**src/rtl/mips_multicycle_ctrl.sv**
```systemverilog
// Multi-cycle MIPS-subset core controller: FETCH -> DECODE -> EXEC -> MEM -> WB FSM.
// Owns PC, IR, A/B/ALUOut/MDR holding registers and a 32x32 register file ($0 reads as 0).
// Ports: clk/reset (sync, active-high), run; imem req/addr/rdata/valid; dmem req/we/addr/wdata/rdata/valid;
//        pc, result/result_valid (writeback pulse), halted/err (sticky until reset).
module mips_multicycle_ctrl #(
    parameter int unsigned IMEM_AW     = 8,
    parameter int unsigned DMEM_AW     = 8,
    parameter logic [31:0] RESET_PC    = 32'h0,
    parameter logic [5:0]  HALT_OPCODE = 6'h3F
) (
    input  logic               clk,
    input  logic               reset,
    input  logic               run,
    output logic               imem_req,
    output logic [IMEM_AW-1:0] imem_addr,
    input  logic [31:0]        imem_rdata,
    input  logic               imem_valid,
    output logic               dmem_req,
    output logic               dmem_we,
    output logic [DMEM_AW-1:0] dmem_addr,
    output logic [31:0]        dmem_wdata,
    input  logic [31:0]        dmem_rdata,
    input  logic               dmem_valid,
    output logic [31:0]        pc,
    output logic [31:0]        result,
    output logic               result_valid,
    output logic               halted,
    output logic               err
);

    localparam logic [5:0] OP_RTYPE = 6'h00;
    localparam logic [5:0] OP_J     = 6'h02;
    localparam logic [5:0] OP_BEQ   = 6'h04;
    localparam logic [5:0] OP_BNE   = 6'h05;
    localparam logic [5:0] OP_ADDI  = 6'h08;
    localparam logic [5:0] OP_LW    = 6'h23;
    localparam logic [5:0] OP_SW    = 6'h2B;

    localparam logic [5:0] FN_SLL   = 6'h00;
    localparam logic [5:0] FN_ADD   = 6'h20;
    localparam logic [5:0] FN_SUB   = 6'h22;
    localparam logic [5:0] FN_AND   = 6'h24;
    localparam logic [5:0] FN_OR    = 6'h25;
    localparam logic [5:0] FN_SLT   = 6'h2A;

    typedef enum logic [2:0] {
        S_IDLE, S_FETCH, S_DECODE, S_EXEC, S_MEM, S_WB, S_HALT
    } state_t;

    state_t      state_q, state_d;
    logic [31:0] pc_q, pc_d;
    logic [31:0] ir_q, ir_d;
    logic [31:0] a_q, a_d;
    logic [31:0] b_q, b_d;
    logic [31:0] aluout_q, aluout_d;
    logic [31:0] mdr_q, mdr_d;
    logic [31:0] result_q, result_d;
    logic        err_q, err_d;
    logic [31:0] regs_q [32];

    // Instruction fields
    logic [5:0]  op, funct;
    logic [4:0]  rs, rt, rd, shamt;
    logic [31:0] imm_sext;
    logic        legal;
    logic [31:0] alu_res;
    logic [31:0] br_target;
    logic [31:0] wb_value;
    logic [4:0]  wb_dst;
    logic        rf_we;

    always_comb begin
        op        = ir_q[31:26];
        rs        = ir_q[25:21];
        rt        = ir_q[20:16];
        rd        = ir_q[15:11];
        shamt     = ir_q[10:6];
        funct     = ir_q[5:0];
        imm_sext  = {{16{ir_q[15]}}, ir_q[15:0]};
        legal     = ((op == OP_RTYPE) &&
                     (funct inside {FN_SLL, FN_ADD, FN_SUB, FN_AND, FN_OR, FN_SLT})) ||
                    (op inside {OP_J, OP_BEQ, OP_BNE, OP_ADDI, OP_LW, OP_SW});
        // pc_q already points past the branch by the time EXEC runs.
        br_target = pc_q + {imm_sext[29:0], 2'b00};
        wb_value  = (op == OP_LW) ? mdr_q : aluout_q;
        wb_dst    = (op == OP_RTYPE) ? rd : rt;

        alu_res = a_q + imm_sext;
        if (op == OP_RTYPE) begin
            case (funct)
                FN_ADD:  alu_res = a_q + b_q;
                FN_SUB:  alu_res = a_q - b_q;
                FN_AND:  alu_res = a_q & b_q;
                FN_OR:   alu_res = a_q | b_q;
                FN_SLT:  alu_res = {31'd0, $signed(a_q) < $signed(b_q)};
                FN_SLL:  alu_res = b_q << shamt;
                default: alu_res = 32'd0;
            endcase
        end
    end

    always_comb begin
        state_d      = state_q;
        pc_d         = pc_q;
        ir_d         = ir_q;
        a_d          = a_q;
        b_d          = b_q;
        aluout_d     = aluout_q;
        mdr_d        = mdr_q;
        result_d     = result_q;
        err_d        = err_q;
        rf_we        = 1'b0;
        imem_req     = 1'b0;
        dmem_req     = 1'b0;
        dmem_we      = 1'b0;
        result_valid = 1'b0;

        case (state_q)
            S_IDLE: begin
                if (run) state_d = S_FETCH;
            end
            S_FETCH: begin
                imem_req = 1'b1;
                if (imem_valid) begin
                    ir_d    = imem_rdata;
                    pc_d    = pc_q + 32'd4;
                    state_d = S_DECODE;
                end
            end
            S_DECODE: begin
                a_d = regs_q[rs];
                b_d = regs_q[rt];
                // Halt opcode is checked first so it wins even if it aliases a real opcode.
                if (op == HALT_OPCODE) begin
                    err_d   = 1'b0;
                    state_d = S_HALT;
                end else if (!legal) begin
                    err_d   = 1'b1;
                    state_d = S_HALT;
                end else begin
                    state_d = S_EXEC;
                end
            end
            S_EXEC: begin
                aluout_d = alu_res;
                case (op)
                    OP_BEQ: begin
                        if (a_q == b_q) pc_d = br_target;
                        state_d = S_FETCH;
                    end
                    OP_BNE: begin
                        if (a_q != b_q) pc_d = br_target;
                        state_d = S_FETCH;
                    end
                    OP_J: begin
                        pc_d    = {pc_q[31:28], ir_q[25:0], 2'b00};
                        state_d = S_FETCH;
                    end
                    OP_LW, OP_SW: state_d = S_MEM;
                    default:      state_d = S_WB;
                endcase
            end
            S_MEM: begin
                dmem_req = 1'b1;
                dmem_we  = (op == OP_SW);
                if (dmem_valid) begin
                    if (op == OP_SW) begin
                        state_d = S_FETCH;
                    end else begin
                        mdr_d   = dmem_rdata;
                        state_d = S_WB;
                    end
                end
            end
            S_WB: begin
                rf_we        = (wb_dst != 5'd0);
                result_d     = wb_value;
                result_valid = 1'b1;
                state_d      = S_FETCH;
            end
            S_HALT: begin
                state_d = S_HALT;
            end
            default: state_d = S_IDLE;
        endcase
    end

    always_ff @(posedge clk) begin
        if (reset) begin
            state_q  <= S_IDLE;
            pc_q     <= RESET_PC;
            ir_q     <= 32'd0;
            a_q      <= 32'd0;
            b_q      <= 32'd0;
            aluout_q <= 32'd0;
            mdr_q    <= 32'd0;
            result_q <= 32'd0;
            err_q    <= 1'b0;
            for (int i = 0; i < 32; i++) regs_q[i] <= 32'd0;
        end else begin
            state_q  <= state_d;
            pc_q     <= pc_d;
            ir_q     <= ir_d;
            a_q      <= a_d;
            b_q      <= b_d;
            aluout_q <= aluout_d;
            mdr_q    <= mdr_d;
            result_q <= result_d;
            err_q    <= err_d;
            if (rf_we) regs_q[wb_dst] <= wb_value;
        end
    end

    assign imem_addr  = pc_q[IMEM_AW+1:2];
    assign dmem_addr  = aluout_q[DMEM_AW+1:2];
    assign dmem_wdata = b_q;
    assign pc         = pc_q;
    // Present the value being written back in the same cycle as the pulse.
    assign result     = (state_q == S_WB) ? wb_value : result_q;
    assign halted     = (state_q == S_HALT);
    assign err        = err_q;

endmodule

```
**config.mk**
```make
export PLATFORM = sky130hd
export DESIGN_NAME = mips_multicycle_ctrl
export DESIGN_NICKNAME = d
export VERILOG_FILES = /design/src/rtl/mips_multicycle_ctrl.sv
export SDC_FILE = /design/constraint.sdc
export NUM_CORES = 2
export LEC_CHECK = 0
export CORE_UTILIZATION = 40
export CTS_BUF_LIST = sky130_fd_sc_hd__clkbuf_8 sky130_fd_sc_hd__clkbuf_16
export CTS_CLUSTER_DIAMETER = 50
export DETAILED_ROUTE_END_ITERATION = 8
export GPL_TIMING_DRIVEN = 0
export PLACE_DENSITY = 0.6
export SYNTH_ARGS = -nofsm -noshare
export SYNTH_HDL_FRONTEND = slang
export SYNTH_SLANG_ARGS = --single-unit
```
**constraint.sdc**
```tcl
create_clock -name clk -period 3.8 [get_ports clk]
set_input_delay 0.38 -clock clk [delete_from_list [all_inputs] [get_ports clk]]
set_output_delay 0.38 -clock clk [all_outputs]
set_load 0.1 [all_outputs]
```
* After elaboration in Yosys (flattened, before gate mapping)
Memories as Yosys holds them, arrays and structs flattened. A register that Yosys moved wholly into a read port is not among the register bits. Index checks and enable logic that the tools add are counted.
Word-level totals: register bits 164, memories kept 1, memory bits (writable) 1024, bits of input ports 69, word-level logic and storage cells 99, output and inout bits 118
Memories:
- regs_q | depth 32, width 32, rd ports 2, clocked after Yosys merged registers in 2, wr ports 32, line 59 | logic [31:0] regs_q [32];
Operators by class: reductions and logical operators 18, equality and inequality tests 29, bitwise gates (word level) 3, shift operators 1, add/sub/neg operators 5, order comparisons 1, multiplexer cells 33
Operators with widths (count):
- $mux 32 | 7
- $pmux 32 s6 | 1
- $add 32x32->32 | 3
- $pmux 32 s3 | 1
- $pmux 32 s2 | 1
- $eq 6x6->1 const B | 8
- $add 32x3->32 const B | 1
- $and 32x32->32 | 1
- $eq 32x32->1 | 1
- $lt 32x32->1 | 1
- $ne 32x32->1 | 1
- $or 32x32->32 | 1
- $reduce_or 32->1 | 1
- $shl 32x5->32 | 1
- $sub 32x32->32 | 1
- $pmux 3 s7 | 1
- $mux 3 | 6
- $mux 1 | 13
- $eq 6x3->1 const B | 2
- $logic_not 6->1 | 2
- $reduce_bool 6->1 | 2
- $mux 5 | 2
- $eq 3x3->1 const B | 3
- $ne 3x3->1 const B | 3
- 20 further kinds | 26

* Depth between registers and ports, before layout
depth in word-level cells 9, gate-level depth with buffers 14, gate-level depth less buffers 14

* Least setup slack after synthesis
Ideal clock, no wire load.
path kind reg-to-output, from register ir_q[27], to output result[10], path buffers 2, arrival 4.037 ns, cell stages (with the launch flop) 7, slack -0.617 ns, data required time 3.420 ns, cell sequence dfxtp_1 > clkbuf_1 > nand3_1 > nor3_1 > clkbuf_1 > mux2i_1 > o21ai_0
On the way: cells in the longest elaborated chain, start to end 3
RTL lines:
- start: declaration | line 52 | logic [31:0] ir_q, ir_d;
- start signal: assignment | line 203 | ir_q <= ir_d;
- $eq 6x6->1 | line 85 | wb_value = (op == OP_LW) ? mdr_q : aluout_q;
- $mux 32 | line 85
- $mux 32
- end: declaration | line 25 | output logic [31:0] result,
Every way passes these cells.

==> impl_metrics.py <==
metrics = {
    "routing": {
        "antenna_left": 0,
        "vias": 54190,
        "dr.pass1.iters": 9,
        "drt_iter0_markers": 7248,
        "routed_wl_um": 281400,
        "post-route-drc-count": 0,
        "viasPerCell": 6.223,
        "wire_per_inst_um": 32.32,
    },
    "timing": {
        "max_freq_mhz": 256.9,
        "finalClockSkew_ns": 0.04382,
        "worst_slack_ns": -0.09243,
        "finalCriticalPeriod_ns": 3.892,
        "finalCritPeriodShare_pct": 102.4,
        "fin_hold_ws_ns": 0.1309,
        "final_max_slew_viol_count": 0,
        "hold_viol": 0,
        "rsz0062_at_grt": "yes",
        "relSlewSlack_pct": 6.648,
        "worstMarginPinSlew_ns": 1.400,
        "finalSetupViolCount": 21,
    },
    "worst_setup_path": {
        "crit_chain": "clkbuf_1 -> clkbuf_2 -> clkbuf_1 -> mux4_2 -> mux4_2 -> mux2i_2 -> a211oi_1",
        "slowest_delay_ns": 0.85,
        "cp.buffers_inverters": 3,
        "worstPathRequired_ns": 4.43,
        "crit_path_end_kind": "flop",
        "arrival_ns": 4.53,
        "start_kind": "flop",
        "path_max_fanout": 10,
        "slowest_stage": "clkbuf_1",
        "cpLargestDelayFamily": "buffers and inverters",
        "path_class": "reg -> reg",
    },
    "synthesis": {
        "synth.distinct_cells": 92,
        "yosys_warnings": 0,
        "yosysSeqAreaShare_pct": 49.84,
        "ys_ff_latch": 1250,
        "syn_area_um2": 70780,
        "dominantRegCellSynth": "edfxtp_1",
        "synth_common_cells": "nor2_1 (1245), edfxtp_1 (1024), mux4_2 (663)",
        "ys_async_sr_fraction_pct": 0,
        "yosysMostFrequentCell": "nor2_1",
        "synth_largest_area_cell": "edfxtp_1",
        "syn_inst": 5825,
        "synth_edf_count": 1024,
        "synth_area_leaders": "edfxtp_1 (43%), mux4_2 (21%), nor2_1 (6.6%)",
        "syn_area_per_cell_um2": 12.15,
        "synth_top_area_share_pct": 43.45,
    },
    "power": {
        "power_mw": 46.92,
        "clockPowerShare_pct": 30.4,
        "pwr-share-seq_pct": 35.1,
        "peakVddDrop_uv": 399.7,
        "pwr-share-comb_pct": 34.5,
        "swShare_pct": 37.44,
        "intPower_mw": 29.35,
        "leakage_nw": 27.03,
        "power.switching_mw": 17.57,
        "power.density_nw_per_um2": 564.4,
    },
    "placed_design": {
        "placed_cells": 8395,
        "dp_slack_ns": -1.570,
        "portBuffers": 184,
        "post-dp-hpwl_um": 223400,
        "place_congestion": 1.004,
    },
    "finish": {
        "layout.cells.non_filler": 8707,
        "final_util_pct": 47.26,
        "area_growth_pct": 17.46,
        "drive_gt1_share_pct": 22.04,
        "layout.nets": 6490,
    },
    "status": {
        "violations": "setup timing",
        "status": "complete, but fails checks",
    },
    "cts": {
        "cts_buffers": 143,
        "clk_latency_ns": 0.81,
        "cts_tree": "done",
        "ctsHoldBuffers": 0,
        "htree_levels": 4,
        "clockRootBuffer": "clkbuf_16",
        "cts_buffer_depth": 3,
        "cts_sinks": 1250,
        "clk_pin_slew_ns": 0.07,
    },
    "global_routing": {
        "first_global_vias": 53160,
        "gr-total-overflow": 0,
        "antenna_found_initial": 6,
        "grt_max_degree": 33,
        "grt.total_usage_pct": 30.98,
        "grt_pass1_wl_um": 390200,
    },
    "die": {
        "die_w_um": 422.6,
        "die_area_um2": 178600,
        "initial_utilization_pct": 40.23,
        "core-area_um2": 175900,
        "die_h_um": 422.6,
        "rows": 154,
        "pin_count": 187,
    },
    "run": {
        "cap_violations": 0,
    },
    "worst_hold_path": {
        "hp-class": "in -> reg",
    },
}
[tightest hold or removal path: stages]
cell	delay, ns
clkdlybuf4s50_1	0.41
nand2_1	0.06
a21oi_1	0.05
[layout make-up]
cell class / instances / area [um^2]
antenna: 1 / 2.502
buffer: 544 / 2522
clock buffer: 148 / 3659
clock inverter: 110 / 1146
fill: 15760 / 92780
inverter: 122 / 461.7
multi-input combinational: 3939 / 34530
sequential: 1250 / 35370
tap: 2340 / 2928
timing repair buffer: 253 / 2527
[layer usage]
| metal | track usage, % | vias to the layer above | share of wire [%] |
|---|---|---|---|
| met3 | 5.245 | 617 | 8.9 |
| li1 | - | 22820 | - |
| met2 | 51.43 | 3093 | 48 |
| met4 | 17.00 | 2 | 6.3 |
| met5 | 0 | - | 0.0039 |
| met1 | 38.44 | 27660 | 37 |
[logic make-up after synthesis]
group | after synthesis | share of synthesized area (%)
AND/OR/NAND/NOR | 1974 | 11.53
flip-flops | 1250 | 49.84
AO/OA/AOI/OAI | 880 | 7.936
multiplexers | 801 | 23.05
buffers and inverters | 678 | 3.721
adder cells (fa/ha/maj) | 168 | 3.012
XOR/XNOR | 73 | 0.9033
other | 1 | 0.005298
[cell usage in the layout (no fill, tap or decap), drive strengths merged, types with 46 or more instances in the layout]
master,n
edfxtp,1024
a211oi,112
mux4,663
buf,168
mux2i,135
clkdlybuf4s50,151
nand3,49
a21oi,266
nor3,62
clkinv,46
ha,164
dfxtp,226
clkbuf,600
nor2,1245
and2,50
nand2,415
xnor2,51
inv,164
o21ai,202
[through the flow]
step	setup TNS, ns	instance area (um^2)
6_report	-0.4848	83140
5_1_grt	-0.3059	83130
4_1_cts	-0.1467	82660
3_5_place_dp	-1813.33	76000
3_3_place_gp	-3385.94	75690
2_1_floorplan	0	70920
[final timing paths]
| path | cells after the start | from | slack [ns] | to |
|---|---|---|---|---|
| worst max-delay path | 7 | ir_q[22] | -0.09 | a_q[0] |
| worst min-delay path | 3 | dmem_rdata[6] | 0.13 | mdr_q[6] |
| worst max register to register | 7 | ir_q[22] | -0.09 | a_q[0] |
| worst min register to register | 2 | mdr_q[24] | 0.49 | mdr_q[24] |
[power groups by stage]
stage,Clock (mW),Combinational (mW),Sequential [mW]
floorplan,0,8.51,16.7
global placement,0,14.4,16.7
detailed placement,0,14.4,16.7
CTS,14.3,15.4,16.4
global route,14.8,16.7,16.5
finish,14.2,16.2,16.5
[state kept, by name, indices dropped and copies added (netlist names)]
register    count
regs_q       1024
a_q            32
aluout_q       32
dmem_wdata     32
ir_q           32
mdr_q          32
result_q       32
pc             30
state_q         3
err             1
[timing repair]
item / 4_1_cts / 5_1_grt
setup endpoints to repair: 2136 / 1083
pin swaps: 11 / 16
cloned: 9 / 0
resized for setup: 566 / 153
buffers inserted: 39 / 17
(Power assumes the default switching activity.)
